--- config.mk ---
export PLATFORM = sky130hd
export DESIGN_NAME = fetch_sequencer_flat
export DESIGN_NICKNAME = d
export VERILOG_FILES = /design/src/rtl/fetch_pkg.sv /design/src/rtl/fetch_sequencer_if.sv /design/src/rtl/fetch_len_decode.sv /design/src/rtl/fetch_sequencer.sv /design/src/flat_wrapper.sv
export SDC_FILE = /design/constraint.sdc
export NUM_CORES = 1
export LEC_CHECK = 0
export CORE_ASPECT_RATIO = 0.6
export CORE_MARGIN = 2
export CORE_UTILIZATION = 40
export CTS_CLUSTER_SIZE = 40
export DETAILED_ROUTE_END_ITERATION = 8
export PLACE_DENSITY = 0.74
export SLEW_MARGIN = 10
export SYNTH_ARGS = -nofsm -noshare
export SYNTH_HDL_FRONTEND = slang
export SYNTH_SLANG_ARGS = --single-unit
--- constraint.sdc ---
create_clock -name clk -period 11.95 [get_ports clk]
set_clock_uncertainty 0.1 [all_clocks]
set_input_delay 2.39 -clock clk [delete_from_list [all_inputs] [get_ports clk]]
set_output_delay 2.39 -clock clk [all_outputs]
set_load 0.01 [all_outputs]
--- src/rtl/fetch_pkg.sv ---
`default_nettype none
// +----------------------------------------------------------------------+
// | fetch_pkg                                                             |
// | Shared types, widths and length helper for the fetch sequencer.       |
// | Revision: 1.0                                                         |
// +----------------------------------------------------------------------+
package fetch_pkg;

  localparam int c_ADDR_WIDTH     = 32;
  localparam int c_DATA_BUS_WIDTH = 48;
  localparam int c_LEN_WIDTH      = 2;

  typedef enum logic [1:0] {
    START = 2'd0,
    ISSUE = 2'd1,
    WAIT  = 2'd2,
    HOLD  = 2'd3
  } fetch_state_t;

  typedef enum logic [c_LEN_WIDTH-1:0] {
    NONE = 2'd0,
    L16  = 2'd1,
    L32  = 2'd2,
    L48  = 2'd3
  } instr_len_t;

  function automatic logic [2:0] len_bytes(input instr_len_t len);
    case (len)
      L16:     return 3'd2;
      L32:     return 3'd4;
      L48:     return 3'd6;
      default: return 3'd0;
    endcase
  endfunction

endpackage
`default_nettype wire

--- src/rtl/fetch_sequencer_if.sv ---
`default_nettype none
// +----------------------------------------------------------------------+
// | fetch_sequencer_if                                                    |
// | RAM read port, redirect input and decoder handshake of the fetcher.   |
// | Revision: 1.0                                                         |
// +----------------------------------------------------------------------+
interface fetch_sequencer_if
  import fetch_pkg::*;
#(
  parameter int ADDR_WIDTH     = c_ADDR_WIDTH,
  parameter int DATA_BUS_WIDTH = c_DATA_BUS_WIDTH
);

  logic                      mem_enable;
  logic [ADDR_WIDTH-1:0]     mem_addr;
  logic [DATA_BUS_WIDTH-1:0] mem_data;
  logic                      redirect_valid;
  logic [ADDR_WIDTH-1:0]     redirect_pc;
  logic                      instr_valid;
  logic                      instr_ready;
  logic [DATA_BUS_WIDTH-1:0] instr_data;
  logic [c_LEN_WIDTH-1:0]    instr_len;
  logic [ADDR_WIDTH-1:0]     instr_pc;

  modport master (
    output mem_enable, mem_addr,
    input  mem_data,
    input  redirect_valid, redirect_pc,
    output instr_valid, instr_data, instr_len, instr_pc,
    input  instr_ready
  );

  modport slave (
    input  mem_enable, mem_addr,
    output mem_data,
    output redirect_valid, redirect_pc,
    input  instr_valid, instr_data, instr_len, instr_pc,
    output instr_ready
  );

endinterface
`default_nettype wire

--- src/rtl/fetch_len_decode.sv ---
`default_nettype none
// +----------------------------------------------------------------------+
// | fetch_len_decode                                                      |
// | Decodes instruction length from byte0 and zeroes the unused bytes.    |
// | Revision: 1.0                                                         |
// +----------------------------------------------------------------------+
module fetch_len_decode
  import fetch_pkg::*;
#(
  parameter int DATA_BUS_WIDTH = c_DATA_BUS_WIDTH
) (
  input  wire logic [DATA_BUS_WIDTH-1:0] i_window,
  output instr_len_t                     o_len,
  output logic [DATA_BUS_WIDTH-1:0]      o_data
);

  logic [7:0]                w_byte0;
  logic [DATA_BUS_WIDTH-1:0] w_mask;

  assign w_byte0 = i_window[DATA_BUS_WIDTH-1 -: 8];

  // The two top bits of byte0 select the length; anything not 1x is 16-bit.
  always_comb begin
    o_len  = L16;
    w_mask = {DATA_BUS_WIDTH{1'b1}} << (DATA_BUS_WIDTH - 16);
    case (w_byte0[7:6])
      2'b11: begin
        o_len  = L48;
        w_mask = {DATA_BUS_WIDTH{1'b1}};
      end
      2'b10: begin
        o_len  = L32;
        w_mask = {DATA_BUS_WIDTH{1'b1}} << (DATA_BUS_WIDTH - 32);
      end
      default: begin
        o_len  = L16;
        w_mask = {DATA_BUS_WIDTH{1'b1}} << (DATA_BUS_WIDTH - 16);
      end
    endcase
  end

  assign o_data = i_window & w_mask;

endmodule
`default_nettype wire

--- src/rtl/fetch_sequencer.sv ---
`default_nettype none
// +----------------------------------------------------------------------+
// | fetch_sequencer                                                       |
// | One RAM read per instruction, presented over valid/ready; redirects.  |
// | Revision: 1.0                                                         |
// +----------------------------------------------------------------------+
module fetch_sequencer
  import fetch_pkg::*;
#(
  parameter int                    ADDR_WIDTH     = c_ADDR_WIDTH,
  parameter int                    DATA_BUS_WIDTH = c_DATA_BUS_WIDTH,
  parameter logic [ADDR_WIDTH-1:0] RESET_PC       = '0
) (
  input wire logic           clk,
  input wire logic           rst,
  fetch_sequencer_if.master  bus
);

  fetch_state_t              r_state;
  fetch_state_t              w_state_next;
  logic [ADDR_WIDTH-1:0]     r_pc;
  logic [ADDR_WIDTH-1:0]     w_pc_next;
  logic [ADDR_WIDTH-1:0]     w_pc_step;
  logic [ADDR_WIDTH-1:0]     w_redirect_target;
  logic                      w_capture;
  logic                      w_clear;

  logic                      r_instr_valid;
  logic [DATA_BUS_WIDTH-1:0] r_instr_data;
  instr_len_t                r_instr_len;
  logic [ADDR_WIDTH-1:0]     r_instr_pc;

  instr_len_t                w_dec_len;
  logic [DATA_BUS_WIDTH-1:0] w_dec_data;

  fetch_len_decode #(
    .DATA_BUS_WIDTH (DATA_BUS_WIDTH)
  ) u_len_decode (
    .i_window (bus.mem_data),
    .o_len    (w_dec_len),
    .o_data   (w_dec_data)
  );

  assign w_pc_step         = {{(ADDR_WIDTH-3){1'b0}}, len_bytes(r_instr_len)};
  assign w_redirect_target = bus.redirect_pc & ~{{(ADDR_WIDTH-1){1'b0}}, 1'b1};

  always_ff @(posedge clk or posedge rst) begin
    if (rst) begin
      r_state <= START;
      r_pc    <= RESET_PC;
    end else begin
      r_state <= w_state_next;
      r_pc    <= w_pc_next;
    end
  end

  always_comb begin
    w_state_next = r_state;
    w_pc_next    = r_pc;
    w_capture    = 1'b0;
    w_clear      = 1'b0;
    case (r_state)
      START: w_state_next = ISSUE;
      ISSUE: w_state_next = WAIT;
      WAIT: begin
        w_capture    = 1'b1;
        w_state_next = HOLD;
      end
      HOLD: begin
        if (r_instr_valid && bus.instr_ready) begin
          w_pc_next    = r_pc + w_pc_step;
          w_clear      = 1'b1;
          w_state_next = ISSUE;
        end
      end
      default: w_state_next = START;
    endcase
    // A redirect overrides everything after START, including a same-cycle handshake.
    if (r_state != START && bus.redirect_valid) begin
      w_pc_next    = w_redirect_target;
      w_capture    = 1'b0;
      w_clear      = 1'b1;
      w_state_next = ISSUE;
    end
  end

  always_ff @(posedge clk or posedge rst) begin
    if (rst) begin
      r_instr_valid <= 1'b0;
      r_instr_data  <= '0;
      r_instr_len   <= NONE;
      r_instr_pc    <= '0;
    end else if (w_clear) begin
      r_instr_valid <= 1'b0;
      r_instr_data  <= '0;
      r_instr_len   <= NONE;
      r_instr_pc    <= '0;
    end else if (w_capture) begin
      r_instr_valid <= 1'b1;
      r_instr_data  <= w_dec_data;
      r_instr_len   <= w_dec_len;
      r_instr_pc    <= r_pc;
    end
  end

  assign bus.mem_enable  = (r_state == ISSUE);
  assign bus.mem_addr    = r_pc;
  assign bus.instr_valid = r_instr_valid;
  assign bus.instr_data  = r_instr_data;
  assign bus.instr_len   = r_instr_len;
  assign bus.instr_pc    = r_instr_pc;

endmodule
`default_nettype wire

--- src/flat_wrapper.sv ---
// flat-port wrapper written by rule: the top's interface ports become plain ports
module fetch_sequencer_flat import fetch_pkg::*;
#(
  parameter int                    ADDR_WIDTH     = c_ADDR_WIDTH,
  parameter int                    DATA_BUS_WIDTH = c_DATA_BUS_WIDTH,
  parameter logic [ADDR_WIDTH-1:0] RESET_PC       = '0
)
  (clk, rst, bus_mem_enable, bus_mem_addr, bus_mem_data, bus_redirect_valid, bus_redirect_pc, bus_instr_valid, bus_instr_data, bus_instr_len, bus_instr_pc, bus_instr_ready);
  fetch_sequencer_if #(.ADDR_WIDTH(ADDR_WIDTH), .DATA_BUS_WIDTH(DATA_BUS_WIDTH)) bus_i ();
  input wire logic clk;
  input wire logic rst;
  output wire logic [$bits(bus_i.mem_enable)-1:0] bus_mem_enable;
  output wire logic [$bits(bus_i.mem_addr)-1:0] bus_mem_addr;
  input wire logic [$bits(bus_i.mem_data)-1:0] bus_mem_data;
  input wire logic [$bits(bus_i.redirect_valid)-1:0] bus_redirect_valid;
  input wire logic [$bits(bus_i.redirect_pc)-1:0] bus_redirect_pc;
  output wire logic [$bits(bus_i.instr_valid)-1:0] bus_instr_valid;
  output wire logic [$bits(bus_i.instr_data)-1:0] bus_instr_data;
  output wire logic [$bits(bus_i.instr_len)-1:0] bus_instr_len;
  output wire logic [$bits(bus_i.instr_pc)-1:0] bus_instr_pc;
  input wire logic [$bits(bus_i.instr_ready)-1:0] bus_instr_ready;
  assign bus_mem_enable = bus_i.mem_enable;
  assign bus_mem_addr = bus_i.mem_addr;
  assign bus_i.mem_data = bus_mem_data;
  assign bus_i.redirect_valid = bus_redirect_valid;
  assign bus_i.redirect_pc = bus_redirect_pc;
  assign bus_instr_valid = bus_i.instr_valid;
  assign bus_instr_data = bus_i.instr_data;
  assign bus_instr_len = bus_i.instr_len;
  assign bus_instr_pc = bus_i.instr_pc;
  assign bus_i.instr_ready = bus_instr_ready;
  fetch_sequencer #(.ADDR_WIDTH(ADDR_WIDTH), .DATA_BUS_WIDTH(DATA_BUS_WIDTH), .RESET_PC(RESET_PC)) u_core (.clk(clk), .rst(rst), .bus(bus_i));
endmodule
; After elaboration in Yosys (flattened, before gate mapping)
; Index checks and enable logic that the tools add are counted.
[word_totals]
output_inout_bits = 116
wordCells = 47
reg_bits = 117
inputBits = 84
[op_classes]
reduce_logical = 8
muxes = 22
n_eq_ne = 9
bitwise = 1
add_sub_neg = 1
[op_table]
columns = operator, n
row1 = two-way mux 32 bit, 5
row2 = two-way mux 48 bit, 2
row3 = case mux 32 bit (2 select lines), 1
row4 = bitwise AND 48 bit, 1
row5 = adder 32 x 3 -> 32 bit, 1
row6 = "== test 2 bit, second input constant", 6
row7 = case mux 3 bit (3 select lines), 1
row8 = two-way mux 2 bit, 4
row9 = case mux 2 bit (4 select lines), 1
row10 = nonzero test 2 bit, 4
row11 = two-way mux 1 bit, 7
row12 = "== test 2 x 1 -> 1 bit, second input constant", 2
row13 = case mux 2 bit (2 select lines), 1
row14 = "!= test 3 x 1 -> 1 bit, second input constant", 1
row15 = logical AND 1 bit, 2
row16 = zero test 2 bit, 1
row17 = AND reduction 2 bit, 1

; Longest topological paths before layout
[depth]
word_depth = 6
mapped_depth = 10
mapped_depth_nobuf = 7

; Cells and area by module
; From an unflattened synthesis, not the netlist that was laid out.
[hier_totals]
hier_cells = 550
area_unflattened_um2 = 5639.2
[modules_own_cells]
columns = module, instances, cells_per_inst, area_each_um2
row1 = fetch_sequencer, 1, 496, 5272.6
row2 = fetch_len_decode, 1, 54, 366.6

; Worst setup path before layout
; Ideal clock, no wire load.
[synth_timing]
path_kind = input to register
start = input port bus_redirect_valid
end = register u_core.r_instr_data[0], in the netlist u_core.bus.instr_data[0]
cell_stages = 8
path_slack_ns = 8.330
required_ns = 11.785
arrival_time_ns = 3.454
setup_ns = 0.065
path_cell_list = nand2b_1 buf_4 nand2_2 nor2_4 and2_1 buf_2 buf_2 a22o_1
[synth_via]
elab_chain_len = 3
word_cells_on_any_way = 5
cone_classes = mux (3) / reduce/logical (2)
[synth_lines]
columns = element, line_no
row1 = "start, declared", flat_wrapper.sv:15  ; input wire logic [$bits(bus_i.redirect_valid)-1:0] bus_redirect_valid;
row2 = logical AND 1 bit *, fetch_sequencer.sv:79  ; if (r_state != START && bus.redirect_valid) begin
row3 = two-way mux 1 bit, fetch_sequencer.sv:79
row4 = two-way mux 48 bit / nonzero test 2 bit (equally long branches), --
row5 = "end signal, assigned", fetch_sequencer.sv:100  ; r_instr_data <= w_dec_data;
row6 = "end, declared", fetch_sequencer.sv:29  ; logic [DATA_BUS_WIDTH-1:0] r_instr_data;
; Every way passes the cells marked *; elsewhere a longest branch is shown, timed or not.
; A chain may end at the register's enable or synchronous reset.

; Final worst setup path
[layout_timing]
start = input port bus_redirect_valid
end = register u_core.r_instr_data[7], in the netlist u_core.bus.instr_data[7]
; The elaborated chain is that of the path after synthesis.

==> metrics.txt <==
Post-Layout Cell Count=822; FILL cells=just over 1,000; most frequent cell after synthesis=dfrtp_1; RSZ-0062 raised after global routing=no; final setup vio count=0; Yosys reg bits=115; FMAX=0.1962 GHz; final wirelength=14.02 mm; post-CTS sizing=0; crit path kind=in -> reg; register area share after synthesis=56.44%; ys async rst share=100.0%; max-cap violations=0; CTS tree=built; HPWL after DPL=around 10 mm; Leak=3.272 nW; largest net degree at the start of global routing=85; crit-path max FO=50; Final min period=5.097 ns; Hold Path Class=reg -> reg; vias per inst=5.004; status=completed; total clock sinks=between 100 and 150; Syn Area/Cell=approximately 11 sq um; DR WL/cell=17.06 um; Core Area=12,260 sq um; Final ANT Viol Nets=0; post-synthesis cell area=5099 sq um; Post-Synthesis Cells=461; Final Cell Area=7747 sq um; share of layout cells above drive strength 1=7.002%; port bufs=196; Final GP Congestion=between 0.7 and 0.8; CP Data Required Time=12.19 ns; Setup crit start kind=input port; # placed instances=around 800; Starting Density=41.60%; PD cells=~200 nW/um^2; DIE HEIGHT=91.45 um; first-pass GRT wire length=22.43 mm; total power=about 1.6 mW; Total GRT Usage=a little over a fifth; hold-fix buffers at CTS=0; FP Rows=31; CTS Buffer Depth=2; EDFF count, synth=0; full die area=13,700 sq um; setup_tns=0 ns; Ys Warns=0; H-tree depth=4; number of antenna violations at the first check in global routing=0; crit share post-route=between 40% and 50%; area grow syn2layout=51.95%; worst skew pair latency=0.41 ns; Max stage delay on crit path=0.71 ns; critical path data arrival time=5.34 ns; Post-layout nets=737; IO Count=200; GRT overflow=0; antenna cells=0; Post-synth top cells=dfrtp_1, nor2_1, mux2i_1, nand2_1, a22o_1; 1st-iter DRT viols=189; DRC=0; clock-pin slew on the worst setup and hold paths=0.05 ns; drt pass-1 iters=4; Finished Core Util=63.21%; die width=149.8 um; VDD IR-drop max=0.09373 mV; clock root buffer=clkbuf_16; final hold viol count=0; count of unique library cells instantiated by Yosys=38; cell taking the most area after synthesis=dfrtp_1; ranking of synthesized cells by area=dfrtp_1, mux2i_1, a22o_1; Max Slew Vio Count=0; Slew HR=28.07%; CTS buffer count=17; vias in the first global route=4,286; Post-CTS Setup Bufs=0; Area after DPL=roughly 7000 sq um; Critical-path top delay cell=nand2_2; crit end category=flop; worst slew pin tran=between 1 and 1.5 ns; CP cell instances=clkdlybuf4s50_1, nand2b_1, nand2_2, nor2_4, and2_1, a22o_1; Top FF cell, synth=dfrtp_1; Synth top area share=56.44%; via count=approximately 4,100
[state kept, by name, indices dropped and copies added (netlist names)]
name and flops:
u_core.bus.instr_len 2, u_core.r_state 2, u_core.bus.mem_addr 31, u_core.bus.instr_valid 1
u_core.bus.instr_data 48, u_core.bus.instr_pc 31
[stage by stage]
stage / worst slack [ns] / hold slack [ns]
2_1_floorplan: 6.416 / 0.4185
3_3_place_gp: 6.375 / 0.3619
3_5_place_dp: 6.229 / 0.3860
4_1_cts: 6.662 / 0.3978
5_1_grt: 6.568 / 0.4145
6_report: 6.853 / 0.3923
[layer usage]
metal | GRT usage (%) | share of wire (%) | vias to the layer above
met2 | 32.53 | 44 | 177
met5 | 0 | 0 | -
met3 | 7.588 | 10 | 24
met1 | 28.12 | 44 | 1957
li1 | - | - | 1955
met4 | 7.469 | 1.7 | 0
[path summary, 6_finish.rpt]
| kind | end | slack [ns] | startpoint | cells past startpoint |
|---|---|---|---|---|
| setup / recovery | u_core.bus.instr_data[7] | 6.85 | bus_redirect_valid | 6 |
| hold / removal | u_core.bus.instr_data[47] | 0.39 | u_core.bus.instr_data[47] | 1 |
| setup reg to reg | u_core.bus.instr_data[7] | 8.41 | u_core.r_state[0] | 7 |
| hold reg to reg | u_core.bus.instr_data[47] | 0.39 | u_core.bus.instr_data[47] | 1 |
| max in group asynchronous | u_core.bus.mem_addr[19] | 8.11 | rst | 3 |
| min in group asynchronous | u_core.bus.instr_data[37] | 2.25 | rst | 2 |
[power breakdown]
group / switching, mW / total (mW) / internal [mW] / leakage, nW
Sequential: 0.0916 / 0.563 / 0.471 / 1.53
Clock: 0.183 / 0.515 / 0.332 / 0.288
Combinational: 0.225 / 0.473 / 0.248 / 1.45
[kinds of logic after synthesis]
| group | share of synthesized area, % |
|---|---|
| xor+xnor | 4.810 |
| compound gates | 9.473 |
| fa+ha+maj | 2.110 |
| simple gates | 14.16 |
| mux | 9.227 |
| flops | 56.44 |
| buf+inv | 3.705 |
| other cells | 0.07355 |
[area by class of cell]
class / instances / area, sq um / share of cell area [%]
well taps: 165 / 206.4 / 2.665
flip-flops and latches: 115 / 2878 / 37.14
inverters: 8 / 32.53 / 0.4199
clock inverters: 13 / 158.9 / 2.051
repair buffers: 197 / 1969 / 25.42
multi-input cells: 306 / 2063 / 26.63
clock buffers: 18 / 439.2 / 5.669
[cell usage in the layout (no fill, tap or decap), types with 2 or more instances in the layout]
master / n
clkdlybuf4s50_1: 196
dfrtp_1: 115
nor2_1: 57
mux2i_1: 47
nand2_1: 39
a22o_1: 32
o21ai_0: 25
xor2_1: 19
clkbuf_16: 17
nand4_1: 15
nand3_1: 9
xnor2_1: 9
inv_1: 7
and3_1: 7
a21oi_1: 6
ha_1: 6
o21ai_1: 4
clkinv_2: 4
nand2_2: 3
and2_1: 3
nor3_1: 3
clkinvlp_4: 3
bufinv_16: 3
nor3_2: 2
and4_1: 2
nor2_4: 2
a21o_1: 2
and3_2: 2
conb_1: 2
inv_6: 2
[worst max-delay path, delay by kind of cell]
family                 cells  cell delay [ns]
AND/OR/NAND/NOR            4             2.27
buffers and inverters      1             0.42
AO/OA/AOI/OAI              1             0.22
Power figures use the tool's default switching activity.
